$ cat src/rtl/rx78_vram_arbiter.sv
// VRAM arbiter for the RX-78: shares one port per plane RAM between Z80 cycles and
// video fetches (video first), and owns the plane-mask I/O registers and vblank IRQ.
module rx78_vram_arbiter #(
  parameter int unsigned NPLANES   = 6,
  parameter int unsigned ADDR_W    = 13,
  parameter logic [15:0] VRAM_BASE = 16'hEC00,
  parameter logic [7:0]  RD_PORT   = 8'hF1,
  parameter logic [7:0]  WR_PORT   = 8'hF2,
  parameter logic [7:0]  ACK_PORT  = 8'hF0
) (
  input  logic                   clk,
  input  logic                   reset_n,
  input  logic [15:0]            cpu_addr,
  input  logic [7:0]             cpu_dout,
  output logic [7:0]             cpu_din,
  input  logic                   mreq_n,
  input  logic                   iorq_n,
  input  logic                   rd_n,
  input  logic                   wr_n,
  input  logic                   m1_n,
  output logic                   wait_n,
  output logic                   int_n,
  input  logic                   vb,
  input  logic                   vid_req,
  input  logic [ADDR_W-1:0]      vid_addr,
  output logic [NPLANES*8-1:0]   vid_data,
  output logic                   vid_valid,
  output logic [ADDR_W-1:0]      plane_addr,
  output logic [7:0]             plane_wdata,
  output logic [NPLANES-1:0]     plane_we,
  input  logic [NPLANES*8-1:0]   plane_rdata
);

  typedef enum logic [2:0] {IDLE, VID, CPU_RD, CPU_WR, HOLD} state_t;

  state_t state, state_next;

  logic [NPLANES-1:0] rd_mask, wr_mask;
  logic               pending, vb_d, io_wr_d;
  logic [7:0]         rd_data, rd_merge;
  logic               mem_hit, io_wr, io_rd, io_wr_first;
  logic               irq_set, irq_clr;
  logic [ADDR_W-1:0]  cpu_off;

  assign mem_hit     = ~mreq_n & (~rd_n | ~wr_n) & (cpu_addr >= VRAM_BASE);
  assign cpu_off     = cpu_addr[ADDR_W-1:0] - VRAM_BASE[ADDR_W-1:0];
  assign io_wr       = ~iorq_n & ~wr_n & m1_n;
  assign io_rd       = ~iorq_n & ~rd_n & m1_n;
  // An OUT spans several clocks; only its first clock acts, so a vblank edge
  // landing mid-OUT to ACK_PORT is not wiped by the remaining cycles.
  assign io_wr_first = io_wr & ~io_wr_d;
  assign irq_set     = vb & ~vb_d;
  assign irq_clr     = (~m1_n & ~iorq_n) | (io_wr_first & (cpu_addr[7:0] == ACK_PORT));
  assign int_n       = ~pending;
  assign plane_wdata = cpu_dout;

  always_comb begin
    rd_merge = '0;
    for (int unsigned i = 0; i < NPLANES; i++) begin
      if (rd_mask[i]) rd_merge = rd_merge | plane_rdata[i*8 +: 8];
    end
  end

  always_ff @(posedge clk or negedge reset_n) begin
    if (!reset_n) state <= IDLE;
    else          state <= state_next;
  end

  always_comb begin
    state_next = state;
    plane_addr = cpu_off;
    plane_we   = '0;
    wait_n     = 1'b1;
    case (state)
      IDLE: begin
        if (vid_req) begin
          plane_addr = vid_addr;
          state_next = VID;
        end else if (mem_hit && !rd_n) begin
          state_next = CPU_RD;
        end else if (mem_hit && !wr_n) begin
          plane_we   = wr_mask;
          state_next = CPU_WR;
        end
      end
      VID:            state_next = IDLE;
      CPU_RD, CPU_WR: state_next = HOLD;
      HOLD:           if (!mem_hit) state_next = IDLE;
      default:        state_next = IDLE;
    endcase
    if (mem_hit && (state == IDLE || state == VID)) wait_n = 1'b0;
    // Combinational strobes must drop the moment reset asserts, even mid-write.
    if (!reset_n) begin
      plane_we = '0;
      wait_n   = 1'b1;
    end
  end

  always_ff @(posedge clk or negedge reset_n) begin
    if (!reset_n) begin
      rd_mask   <= '0;
      wr_mask   <= '0;
      pending   <= 1'b0;
      vb_d      <= 1'b0;
      io_wr_d   <= 1'b0;
      rd_data   <= '0;
      vid_data  <= '0;
      vid_valid <= 1'b0;
    end else begin
      vb_d    <= vb;
      io_wr_d <= io_wr;
      if (irq_set)      pending <= 1'b1;
      else if (irq_clr) pending <= 1'b0;
      if (io_wr_first && cpu_addr[7:0] == RD_PORT) rd_mask <= cpu_dout[NPLANES-1:0];
      if (io_wr_first && cpu_addr[7:0] == WR_PORT) wr_mask <= cpu_dout[NPLANES-1:0];
      vid_valid <= (state == VID);
      if (state == VID) vid_data <= plane_rdata;
      if (state == CPU_RD)               rd_data <= rd_merge;
      else if (state == HOLD && !mem_hit) rd_data <= '0;
    end
  end

  always_comb begin
    cpu_din = rd_data;
    if (io_rd) begin
      case (cpu_addr[7:0])
        RD_PORT:  cpu_din = 8'(rd_mask);
        WR_PORT:  cpu_din = 8'(wr_mask);
        ACK_PORT: cpu_din = {7'b0, pending};
        default:  cpu_din = '0;
      endcase
    end
    if (!reset_n) cpu_din = '0;
  end

endmodule

$ cat config.mk
export PLATFORM = sky130hd
export DESIGN_NAME = rx78_vram_arbiter
export DESIGN_NICKNAME = d
export VERILOG_FILES = /design/src/rtl/rx78_vram_arbiter.sv
export SDC_FILE = /design/constraint.sdc
export NUM_CORES = 1
export LEC_CHECK = 0
export CAP_MARGIN = 0
export CORE_MARGIN = 4
export CORE_UTILIZATION = 41
export CTS_CLUSTER_DIAMETER = 80
export DETAILED_ROUTE_END_ITERATION = 8
export GPL_TIMING_DRIVEN = 0
export PLACE_DENSITY = 0.81
export SLEW_MARGIN = 20
export SYNTH_ARGS = -nofsm -noshare
export SYNTH_HDL_FRONTEND = slang
export SYNTH_SLANG_ARGS = --single-unit
$ cat constraint.sdc
create_clock -name clk -period 2.2 [get_ports clk]
set_clock_uncertainty 0.15 [all_clocks]
set_input_delay 0.33 -clock clk [delete_from_list [all_inputs] [get_ports clk]]
set_output_delay 0.33 -clock clk [all_outputs]
set_load 0.03 [all_outputs]
==> flow_summary.ini <==
[run_status]
result_of_the_run = finished with violations
violated_checks = setup timing

[floorplanning]
die_height_um = 103
design.die.area_mm2 = 0.0105
core_area_mm2 = 0.00872
die_w_um = 103
design.portCount = 180
row_count = 34
start_util_pct = 42.1

[yosys]
post_synth_inst_count = 289
yosys.area.top_type_share_pct = 51.1
mappedNetlistArea_mm2 = 0.00367
synth.yosys.warnings = 0
ys_dominant_reg_cell = sky130_fd_sc_hd__dfrtp_1
ys_ff_latch = 75
synth_area_leader_cell = sky130_fd_sc_hd__dfrtp_1
postSynth.asyncResetShare_pct = 100
synth_edf_count = 0
seq_area_frac_synth_pct = 51.1
synth.avg_cell_area_um2 = 12.7
synth_cell_types = 46
yosysMostFrequentCell = sky130_fd_sc_hd__dfrtp_1
synth.area.top_cells = sky130_fd_sc_hd__dfrtp_1 (51%), sky130_fd_sc_hd__mux2_2 (19%), sky130_fd_sc_hd__a22oi_1 (4.9%), sky130_fd_sc_hd__mux2_1 (2.8%), sky130_fd_sc_hd__a22o_1 (2.6%)
synth.top_cells.by_count = sky130_fd_sc_hd__dfrtp_1 (75), sky130_fd_sc_hd__mux2_2 (62), sky130_fd_sc_hd__a22oi_1 (24)
syn-num-nets = 384

[min_path]
timing.hold.worst.class = input port to asynchronous set/reset pin

[sta]
achievable-frequency_ghz = 0.435
report.final.setup_viol = 18
max_slew.worst_pin.slew_ps = 556
hold_violations = 0
rsz0062_at_grt = yes
fin_setup_tns_ps = -1120
fin_crit_sh_pct = 105
period_minus_slack_ps = 2300
timing.max_slew.rel_slack_pct = 63.0
worst_slack_ps = -101
final-max-slew-violation-count = 0

[clock_tree]
cts_tree = built
cts.reportedPaths.clkPinSlew_ps = 80
cts.sinks = 75
cts_max_level = 3
clk-insertion-delay-late_ps = 330
cts_made_buffers = 9
max-clock-path-buffers = 2
ctsRootBufferMaster = sky130_fd_sc_hd__clkbuf_8

[global_route]
number_of_global_route_vias_before_repair = 3425
grt_first_pass_wirelength_mm = 18.7
grt-ovfl-total = 0
globalRouteTotalUtil_pct = 23.6
grt_antenna_before_repair = 0
grt_max_degree = 54

[finish]
nets = 584
area_grow_syn2layout_pct = 63.0
n_antenna_cell = 0
layout.cells.non_filler = 602
layout-drive-gt1-share_pct = 32.6
finalCoreUtilization_pct = 68.6

[pwr]
max-vdd-ir-drop_mv = 0.479
fin_total_pwr_mw = 4.33
power_per_cell_area_mw_per_mm2 = 724
power.static_leakage_nw = 2.54

[routing]
drc = 0
first_iter_violations = 161
detailroute.via_count = 3222
route.detailed.vias_per_inst = 5.35
antenna_violating_nets_post_route = 0
routed_wl_mm = 12.5
drt_pre_antenna_iters = 4
drt-wirelength-per-cell_um = 20.8

[worst_setup_path]
worstSetupEndpointType = output pin
path_class = flop to output pin
worstPathArrival_ps = 1820
critPathMaxFanout = 5
startpoint_type = flop
required_ps = 1720

[place]
detailed_place_hpwl_mm = 9.36
detailedPlace.worstSlack_ps = -998
placement.io_buffers = 177
placedCellCount = 575
gp_routability_congestion = 0.927

[job]
timing.max_cap.violations = 0
## area by class of cell
cell class | count | area [um^2]
plain buffers | 20 | 136
clock buffers | 12 | 145
clock inverters | 4 | 26.3
fillers | 652 | 2740
inverters | 9 | 33.8
multi-input cells | 179 | 1710
flip-flops and latches | 75 | 1880
well taps | 108 | 135
repair buffers | 195 | 1910
## metal layers
layer,vias up,GRT usage [%],routed length (um)
met5,-,0,0
met4,0,5.45,138
met3,14,4.94,856
met2,123,42.2,6660
met1,1606,29.1,4840
li1,1479,-,-
## critical path, cell delays in order, from the launching register on
cell and delay, ps:
sky130_fd_sc_hd__dfrtp_2 440, sky130_fd_sc_hd__nor4b_4 400, sky130_fd_sc_hd__buf_4 220, sky130_fd_sc_hd__mux2_4 300, sky130_fd_sc_hd__buf_6 140
## flip-flops by register name, summed over array words and instances (netlist names), 3 cells and up
signal,count
vid_data,48
rd_data,8
rd_mask,6
wr_mask,6
state,3
## cells by family (layout without fill, tap and decap cells)
logic type	Yosys count	count (layout)	share of synthesized area, %
AND/OR/NAND/NOR	58	58	11.1
multiplexers	72	72	22.1
adder cells (fa/ha/maj)	1	1	0.341
flip-flops	75	75	51.1
AO/OA/AOI/OAI	47	47	9.85
buffers and inverters	35	240	5.22
XOR/XNOR	1	1	0.239
## power by group
part	switching (mW)	internal, mW
Combinational	0.850	0.803
Clock	0.504	0.440
Sequential	0.125	1.61
Total	1.48	2.85
## cells in the final DEF (no fill, tap or decap), types with 2 or more instances in the layout
master	instances
sky130_fd_sc_hd__clkbuf_1	6
sky130_fd_sc_hd__nor3b_2	2
sky130_fd_sc_hd__dlygate4sd2_1	13
sky130_fd_sc_hd__nand2_1	2
sky130_fd_sc_hd__inv_1	9
sky130_fd_sc_hd__and3_1	3
sky130_fd_sc_hd__o22ai_1	2
sky130_fd_sc_hd__buf_6	21
sky130_fd_sc_hd__nor2_1	8
sky130_fd_sc_hd__a22o_1	11
sky130_fd_sc_hd__mux2_1	9
sky130_fd_sc_hd__buf_4	33
sky130_fd_sc_hd__and4_1	6
sky130_fd_sc_hd__clkbuf_2	2
sky130_fd_sc_hd__nor3b_1	3
sky130_fd_sc_hd__nand4_1	2
sky130_fd_sc_hd__buf_2	5
sky130_fd_sc_hd__clkinv_2	2
sky130_fd_sc_hd__dfrtp_2	3
sky130_fd_sc_hd__dfrtp_1	72
sky130_fd_sc_hd__nor3_1	13
sky130_fd_sc_hd__mux2_2	51
sky130_fd_sc_hd__mux2_4	11
sky130_fd_sc_hd__clkbuf_8	10
sky130_fd_sc_hd__clkdlybuf4s50_1	133
sky130_fd_sc_hd__o21ai_0	2
sky130_fd_sc_hd__a22oi_1	24
## per-stage QoR
stage	cell area [um^2]	hold slack (ps)
5_1_grt	5980	49.2
3_3_place_gp	5580	268
3_5_place_dp	5600	116
6_report	5980	22.0
4_1_cts	5940	239
2_1_floorplan	3670	-116
## final timing paths
check | startpoint | to | slack [ps] | depth (start not counted)
setup / recovery | state[2] | plane_addr[7] | -100 | 4
setup reg to reg | state[1] | vid_data[44] | 240 | 5
hold / removal | reset_n | vid_data[19] | 20 | 2
min in group clk | iorq_n | io_wr_d | 90 | 2
max in group asynchronous | reset_n | vid_data[13] | 1090 | 3
hold reg to reg | vb_d | pending | 280 | 1
## what timing repair did
action	CTS	global route
pin swaps	11	5
endpoints found under the setup margin	28	26
hold buffers	2	0
gates resized for setup	223	18
gates cloned	1	0
hold endpoints to repair	22	0
buffers inserted	10	4
(Power assumes the default switching activity.)
